### config.mk
export PLATFORM = sky130hd
export DESIGN_NAME = memread_mac_pipe
export DESIGN_NICKNAME = d
export VERILOG_FILES = /design/src/rtl/memread_mac_pipe.sv
export SDC_FILE = /design/constraint.sdc
export NUM_CORES = 1
export LEC_CHECK = 0
export CAP_MARGIN = 10
export CORE_AREA = 2 2 178 180
export CTS_CLUSTER_SIZE = 20
export DETAILED_ROUTE_END_ITERATION = 16
export DIE_AREA = 0 0 180 182
export PLACE_DENSITY = 0.72
export SETUP_SLACK_MARGIN = 0.02
export SLEW_MARGIN = 20
export SYNTH_ARGS = -nofsm -noshare
export SYNTH_HDL_FRONTEND = slang
export SYNTH_SLANG_ARGS = --single-unit
export TNS_END_PERCENT = 5
### constraint.sdc
create_clock -name clk -period 9.19 [get_ports clk]
set_input_delay 1.838 -clock clk [delete_from_list [all_inputs] [get_ports clk]]
set_output_delay 1.838 -clock clk [all_outputs]
set_load 0.02 [all_outputs]
### src/rtl/memread_mac_pipe.sv
// Pipelined multiply / multiply-accumulate unit for the memRead datapath.
// Stage 1 registers operands and sideband. Stage 2 forms the full-precision
// product. Stages 3..NUM_STAGE-1 are plain delay registers that a DSP can
// absorb. Stage NUM_STAGE is the output/accumulator register.
module memread_mac_pipe #(
  parameter int ID          = 1,
  parameter int NUM_STAGE   = 4,
  parameter int din0_WIDTH  = 14,
  parameter int din1_WIDTH  = 16,
  parameter int dout_WIDTH  = 30,
  parameter bit din0_SIGNED = 1'b0,
  parameter bit din1_SIGNED = 1'b0
) (
  input  logic                  clk,
  input  logic                  reset,
  input  logic                  ce,
  input  logic                  din_valid,
  input  logic [din0_WIDTH-1:0] din0,
  input  logic [din1_WIDTH-1:0] din1,
  input  logic                  acc_mode,
  input  logic                  din_first,
  input  logic                  din_last,
  output logic                  dout_valid,
  output logic [dout_WIDTH-1:0] dout,
  output logic                  dout_last
);

  localparam int PW         = din0_WIDTH + din1_WIDTH;
  localparam int LS         = NUM_STAGE - 1;  // last stage before the output register
  localparam bit OUT_SIGNED = din0_SIGNED || din1_SIGNED;

  // Sideband bit positions inside each stage's sideband word.
  localparam int SB_V = 3;
  localparam int SB_M = 2;
  localparam int SB_F = 1;
  localparam int SB_L = 0;

  // Reject parameter sets the datapath cannot represent.
  generate
    if (NUM_STAGE < 3 || NUM_STAGE > 8 || dout_WIDTH < PW || ID < 0) begin : g_param_check
      $error("memread_mac_pipe: illegal parameterisation");
    end
  endgenerate

  logic [din0_WIDTH-1:0] a_q;
  logic [din1_WIDTH-1:0] b_q;
  logic [3:0]            sb_q   [1:LS];
  logic [PW-1:0]         prod_q [2:LS];

  logic [PW-1:0]         a_ext;
  logic [PW-1:0]         b_ext;
  logic [PW-1:0]         prod_d;
  logic [dout_WIDTH-1:0] prod_ext;

  logic [dout_WIDTH-1:0] acc_q, acc_d;
  logic [dout_WIDTH-1:0] dout_q, dout_d;
  logic                  dout_valid_q, dout_valid_d;
  logic                  dout_last_q, dout_last_d;

  // Stage 1 input capture plus the sideband shift chain through stage NUM_STAGE-1.
  always_ff @(posedge clk) begin
    if (!reset) begin
      a_q <= '0;
      b_q <= '0;
      for (int i = 1; i <= LS; i++) begin
        sb_q[i] <= '0;
      end
    end else if (ce) begin
      a_q     <= din0;
      b_q     <= din1;
      sb_q[1] <= {din_valid, acc_mode, din_first, din_last};
      for (int i = 2; i <= LS; i++) begin
        sb_q[i] <= sb_q[i-1];
      end
    end
  end

  // Extend both operands to the product width so one unsigned multiply gives
  // the correct two's-complement result modulo 2^PW for any signedness mix.
  always_comb begin
    a_ext  = din0_SIGNED ? {{din1_WIDTH{a_q[din0_WIDTH-1]}}, a_q} : {{din1_WIDTH{1'b0}}, a_q};
    b_ext  = din1_SIGNED ? {{din0_WIDTH{b_q[din1_WIDTH-1]}}, b_q} : {{din0_WIDTH{1'b0}}, b_q};
    prod_d = a_ext * b_ext;
  end

  // Stage 2 product register followed by retimable delay stages.
  always_ff @(posedge clk) begin
    if (!reset) begin
      for (int i = 2; i <= LS; i++) begin
        prod_q[i] <= '0;
      end
    end else if (ce) begin
      prod_q[2] <= prod_d;
      for (int i = 3; i <= LS; i++) begin
        prod_q[i] <= prod_q[i-1];
      end
    end
  end

  // Widen the product to the accumulator width; sign-extend when any operand is signed.
  generate
    if (dout_WIDTH > PW) begin : g_ext
      assign prod_ext = {{(dout_WIDTH - PW){OUT_SIGNED & prod_q[LS][PW-1]}}, prod_q[LS]};
    end else begin : g_noext
      assign prod_ext = prod_q[LS];
    end
  endgenerate

  // Output stage: plain product, new sum, or running sum; holds on invalid beats.
  always_comb begin
    acc_d        = acc_q;
    dout_d       = dout_q;
    dout_valid_d = sb_q[LS][SB_V];
    dout_last_d  = sb_q[LS][SB_V] & sb_q[LS][SB_L];
    if (sb_q[LS][SB_V]) begin
      if (sb_q[LS][SB_M]) begin
        if (sb_q[LS][SB_F]) begin
          acc_d = prod_ext;
        end else begin
          acc_d = acc_q + prod_ext;
        end
        dout_d = acc_d;
      end else begin
        dout_d = prod_ext;
      end
    end
  end

  // Output and accumulator registers.
  always_ff @(posedge clk) begin
    if (!reset) begin
      acc_q        <= '0;
      dout_q       <= '0;
      dout_valid_q <= 1'b0;
      dout_last_q  <= 1'b0;
    end else if (ce) begin
      acc_q        <= acc_d;
      dout_q       <= dout_d;
      dout_valid_q <= dout_valid_d;
      dout_last_q  <= dout_last_d;
    end
  end

  assign dout       = dout_q;
  assign dout_valid = dout_valid_q;
  assign dout_last  = dout_last_q;

endmodule

==> results.toml, run 1 <==
[synth]
syn-instance-count = 1652
ys_seq_area_share_pct = 26.43
ys_warn_count = 0
yosys_most_used_dff = "dfxtp_1"
yosys.cell_types.count = 62
synth_edf_count = 72
synth-seq-cells = 164
postSynth.asyncResetShare_pct = 0
syn_nets = 1978
postSynthAreaPerCell_um2 = 9.170
syn_area_um2 = 15150

[global_routing]
gr-total-overflow = 0
grt_pass1_wl_mm = 59.37
grt_max_degree = 71
grt_pass1_vias = 11570
grt_usage_pct = 22.60
antenna_found_initial = 0

[placed_design]
place_congestion = 0.8939
port_buffers = 68
dpl.hpwl_mm = 26.79
dp.cells = 2040

[routing]
top_layer = "met4"
remaining_drc_errors = 0
wl_met2_mm = 17.62
wl_per_cell_um = 17.38
vias = 11570
ant_nets = 0
drt_iter0_markers = 805
dr.pass1.iters = 7
wl_met1_mm = 15.73
drt-total-wl_mm = 36.01
vias_per_cell = 5.583
met3_length_mm = 1.668

[hold_path]
hold_depth = 2
holdPathEnd = "dout[9]$_SDFFE_PN0P_"
worstHoldStart = "dout[9]$_SDFFE_PN0P_"
hp-class = "flop to flop"

[clock_tree]
clk_pin_slew_ps = 80
post_cts_buffers = 0
cts.path.max_buffers = 2
clock_sinks = 164
cts-root-buf = "clkbuf_16"
cts-resized-gates = 0
cts_buffers = 17
htreeDepth = 4
tritoncts = "built"
insertion_delay_ps = 460
cts_hold_buf = 0

[finish]
layout_common_cells = "189 x inv_1, 186 x nand2_1, 166 x fa_1"
mostFrequentLayoutCell = "inv_1"
num-fill-cells = 2784
diodes = 0
syn2layout_area_growth_pct = 10.17
drive_above_1_share_pct = 3.174
final_cell_count_no_fill = 2072
fin_nets = 1983
utilization_pct = 53.86

[power]
vdd.ir_drop.worst_mv = 0.1282
p_per_area_nw_per_um2 = 120.4
cellLeakagePower_nw = 7.884

[sta]
drv_slew = 0
period_needed_ps = 6727
hold_viol_final = 0
max-slew-margin-rel_pct = 38.03
max_freq_ghz = 0.1487
setup_violations = 0
setup_tns_ps = 0
worstMarginPinSlew_ps = 929.5
rsz0062_at_grt = "false"
final.period_utilization_pct = 73.20
skew_ps = 18.16

[setup_path]
critPathRequiredTime_ps = 9370
crit_arrival_ps = 6910
startpoint_type = "flop"
critPathMaxFanout = 17
r2r_cells = 19
crit_chain = "nand2_1, fa_1, fa_1, inv_1, fa_1, fa_1, fa_1, inv_1, fa_1, inv_1, ha_1, a21o_1, a21o_1, a2111oi_0, o31ai_1, a41oi_1, o31ai_1, xnor2_1, nor2_1"
reg2reg_slack_ps = 2460
r2r_start = "a_q[5]$_SDFFE_PN0P_"
crit_top_cell = "fa_1"
reg2reg_to = "prod_q[1][27]$_SDFFCE_PN0P_"
criticalPathCategory = "flop to flop"
slowest_delay_ps = 780
crit_path_top_delay_cell = "dfxtp_1"
cp-end-kind = "flop"

[floorplan]
start_util_pct = 48.89
die_h_um = 182
coreArea_um2 = 30990
die_w_um = 180
dieArea_um2 = 32760
rows = 65
ios = 69

[job]
drv_cap = 0

[run_status]
status = "finished, final reports clean"
[power breakdown]
| group | internal (W) | switching (W) | total, W |
|---|---|---|---|
| Sequential | 0.000801 | 0.0000569 | 0.000858 |
| Clock | 0.000419 | 0.000360 | 0.000779 |
| Combinational | 0.000155 | 0.000217 | 0.000373 |
[routing by layer]
| metal | global-route usage (%) | vias up |
|---|---|---|
| li1 | - | 5473 |
| met1 | 29.86 | 5707 |
| met2 | 37.93 | 329 |
| met3 | 3.089 | 58 |
| met4 | 8.520 | 0 |
| met5 | 0 | - |
[sequential cells by signal, summed over array words and instances, names as in the netlist]
signal,flops
dout_valid,1
dout_last,1
acc_q,30
dout,30
a_q,14
sb_q,12
b_q,16
prod_q,60
[through the flow]
step / hold slack, ps / cell area, um^2 / power [W] / setup slack, ps
floorplan: 435.6 / 15150 / 0.001126 / 3161
global placement: 441.0 / 16050 / 0.001234 / 2576
detailed placement: 447.6 / 16050 / 0.001245 / 2495
CTS: 457.8 / 16690 / 0.002020 / 2479
global route: 475.7 / 16690 / 0.002109 / 2019
finish: 454.2 / 16690 / 0.002010 / 2463
[layout make-up]
cell class	instances	area [um^2]	area share, %
Multi-Input combinational cell	1206	10090	60.44
Inverter	190	713.2	4.273
Clock buffer	17	425.4	2.549
Clock inverter	15	211.5	1.267
Timing Repair Buffer	78	745.7	4.468
Sequential cell	164	4004	23.99
Tap cell	402	503.0	3.014
[how the worst max path moves through the flow]
stage	start	endpoint	depth (start not counted)
after floorplan	a_q[5]$_SDFFE_PN0P_	prod_q[1][27]$_SDFFCE_PN0P_	21
after global placement	a_q[6]$_SDFFE_PN0P_	prod_q[1][27]$_SDFFCE_PN0P_	19
after detailed placement	a_q[5]$_SDFFE_PN0P_	prod_q[1][27]$_SDFFCE_PN0P_	19
after CTS	b_q[8]$_SDFFE_PN0P_	prod_q[1][27]$_SDFFCE_PN0P_	21
after global routing	a_q[6]$_SDFFE_PN0P_	prod_q[1][27]$_SDFFCE_PN0P_	19
final	a_q[5]$_SDFFE_PN0P_	prod_q[1][27]$_SDFFCE_PN0P_	19
[cells by family (layout without fill, tap and decap cells)]
| family | Yosys count | count (layout) | share of synthesized area [%] |
|---|---|---|---|
| DFF | 164 | 164 | 26.43 |
| adders and majority gates | 289 | 289 | 32.09 |
| xor gates and xnor gates | 51 | 51 | 2.948 |
| and+or+nand+nor | 557 | 557 | 17.92 |
| buffers and inverters | 282 | 300 | 7.004 |
| muxes | 33 | 33 | 2.180 |
| AOI/OAI and AO/OA | 276 | 276 | 11.42 |
[cells in the mapped netlist, types with 19 or more instances]
master	count	share of area, %
dfxtp_1	92	12
nand2_1	186	4.6
a21o_1	35	1.7
edfxtp_1	72	14
xnor2_1	28	1.6
xor2_1	23	1.3
fa_1	166	22
mux2i_1	33	2.2
nor2_1	118	2.9
and2_1	114	4.7
clkbuf_1	84	2.1
nor3_1	19	0.63
ha_1	123	10
o21ai_0	53	1.8
a21oi_1	93	3.1
inv_1	190	4.7
and3_1	54	2.2
[worst max-delay path: cells and delay by family, from the launching register on]
kind | cells | cell delay (ps)
DFF | 1 | 780
xor gates and xnor gates | 1 | 150
buffers and inverters | 3 | 150
and+or+nand+nor | 2 | 230
AOI/OAI and AO/OA | 6 | 1810
adders and majority gates | 7 | 3330
Power figures use the tool's default switching activity.
==> run 2, diff against run 1 <==
--- a/config.mk
+++ b/config.mk
@@ -10,7 +10,7 @@
 export CTS_CLUSTER_SIZE = 20
 export DETAILED_ROUTE_END_ITERATION = 16
 export DIE_AREA = 0 0 180 182
-export PLACE_DENSITY = 0.72
+export PLACE_DENSITY = 0.75
 export SETUP_SLACK_MARGIN = 0.02
 export SLEW_MARGIN = 20
 export SYNTH_ARGS = -nofsm -noshare
==> constraint.sdc (replaced) <==
create_clock -name clk -period 5.6 [get_ports clk]
set_input_delay 1.12 -clock clk [delete_from_list [all_inputs] [get_ports clk]]
set_output_delay 1.12 -clock clk [all_outputs]
set_load 0.02 [all_outputs]
==> results.toml, run 2 (synthesis results as in run 1) <==
[global_routing]
grt_pass1_vias = 12230
gr-total-overflow = 0
grt_pass1_wl_mm = 60.53
grt_max_degree = 73
antenna_found_initial = 0
grt_usage_pct = 22.66

[power]
p_int_w = 0.002327
power_w = 0.003379
cellLeakagePower_nw = 8.498
vdd.ir_drop.worst_mv = 0.2104
p_comb_share_pct = 22.8
p_switching_w = 0.001053
pwr-share-seq_pct = 40.7
pwr-share-clk_pct = 36.5
p_per_area_nw_per_um2 = 189.5
switching_share_pct = 31.15

[finish]
diodes = 0
drive_above_1_share_pct = 12.20
mostFrequentLayoutCell = "inv_1"
layout_common_cells = "187 x inv_1, 186 x nand2_1, 164 x fa_1"
regMostFlops = "prod_q"
largest_reg_flops = 60
fin_nets = 2092
final_cell_count_no_fill = 2181
stdcell_area_um2 = 17830
syn2layout_area_growth_pct = 17.70

[routing]
dr.pass1.iters = 6
drt_iter0_markers = 802
wl_per_cell_um = 16.78
vias_per_cell = 5.457
vias = 11900
remaining_drc_errors = 0
ant_nets = 0
drt-total-wl_mm = 36.60

[setup_path]
crit_arrival_ps = 5900
critPathRequiredTime_ps = 5780
startpoint_type = "flop"
criticalPathCategory = "flop to flop"
cp-end-kind = "flop"
critPathMaxFanout = 7
r2r_cells = 21

[floorplan]
rows = 65
coreArea_um2 = 30990
start_util_pct = 48.89
ios = 69
dieArea_um2 = 32760
die_w_um = 180
die_h_um = 182

[clock_tree]
clock_sinks = 164
insertion_delay_ps = 450
cts-root-buf = "clkbuf_16"
cts_buffers = 17
tritoncts = "built"
clk_pin_slew_ps = 80
htreeDepth = 4
cts.path.max_buffers = 2

[sta]
drv_slew = 0
period_needed_ps = 5722
setup_tns_ps = -885.5
hold_viol_final = 0
worstMarginPinSlew_ps = 899.0
max_freq_ghz = 0.1748
skew_ps = 11.89
worst_slack_ps = -122.0
setup_violations = 10
rsz0062_at_grt = "true"
final.period_utilization_pct = 102.2
max-slew-margin-rel_pct = 40.03
holdWs_ps = 456.5

[run_status]
status = "finished, violations left"
violations = "negative setup slack"

[placed_design]
dp.cells = 2140
dpl_cell_area_um2 = 16960
port_buffers = 68
place_congestion = 0.9012
dpl.hpwl_mm = 27.53

[hold_path]
hp-class = "flop to flop"
hold_depth = 2

[job]
drv_cap = 0
-- run 2: changes by cell type in the layout (fill, tap and decap cells not counted), sizes merged --
cell      before  now
clkbuf        17   20
clkinv         4    1
bufinv         2    1
inv          197  199
clkinvlp       2    1
buf           12  121
-- run 2: critical path: stages (launching register included) --
cell     delay, ps
dfxtp_4        370
and2_4         160
fa_1           530
inv_1           50
fa_1           490
inv_1           60
fa_1           470
inv_1           50
fa_1           480
inv_1           60
fa_1           470
inv_1           50
fa_1           490
inv_2           50
ha_4           250
a21o_1         170
o41a_1         460
a31o_2         290
a21o_1         170
a21oi_2        130
xor2_1         150
nor2_1          50
-- run 2: layout make-up --
class	instances	area, um^2
Tap cell	402	503.0
Sequential cell	164	4050
Clock inverter	12	130.1
Fill cell	2652	13160
Inverter	190	713.2
Timing Repair Buffer	187	1642
Clock buffer	20	467.9
Multi-Input combinational cell	1206	10320
-- run 2: power groups by stage --
stage / sequential, W / clock (W) / combinational (W)
after floorplan: 0.00138 / 0 / 0.000483
after global placement: 0.00140 / 0 / 0.000710
after detailed placement: 0.00140 / 0 / 0.000735
after CTS: 0.00137 / 0.00124 / 0.000753
after global routing: 0.00138 / 0.00130 / 0.000859
final: 0.00137 / 0.00123 / 0.000771
-- run 2: worst paths after layout --
check / start / to / slack (ps)
setup / recovery: b_q[5]$_SDFFE_PN0P_ / prod_q[1][18]$_SDFFCE_PN0P_ / -120
hold / removal: dout[9]$_SDFFE_PN0P_ / dout[9]$_SDFFE_PN0P_ / 460
setup reg to reg: b_q[5]$_SDFFE_PN0P_ / prod_q[1][18]$_SDFFCE_PN0P_ / -120
hold reg to reg: dout[9]$_SDFFE_PN0P_ / dout[9]$_SDFFE_PN0P_ / 460
-- run 2: per-layer routing --
metal	up-vias	track usage [%]	wire length [um]
met5	-	0	0
met4	0	6.894	794
met3	59	3.169	1410
met2	294	39.46	18050
met1	5854	29.32	16340
li1	5694	-	-
-- run 2: per-stage QoR --
| stage | utilization [%] | setup WS, ps |
|---|---|---|
| 6_report | 57.54 | -122.0 |
| 3_5_place_dp | 54.72 | -261.5 |
| 3_3_place_gp | 54.72 | -198.0 |
| 5_1_grt | 57.54 | -378.5 |
| 4_1_cts | 57.28 | -151.1 |
| 2_1_floorplan | - | -31.39 |
-- run 2: repair_timing --
action / 4_1_cts / 5_1_grt
gates resized for setup: 36 / 27
pin swaps: 22 / 16
hold endpoints to repair: 0 / 0
cloned: 0 / 0
endpoints found under the setup margin: 15 / 16
buffers inserted: 9 / 0
hold buffers: 0 / 0
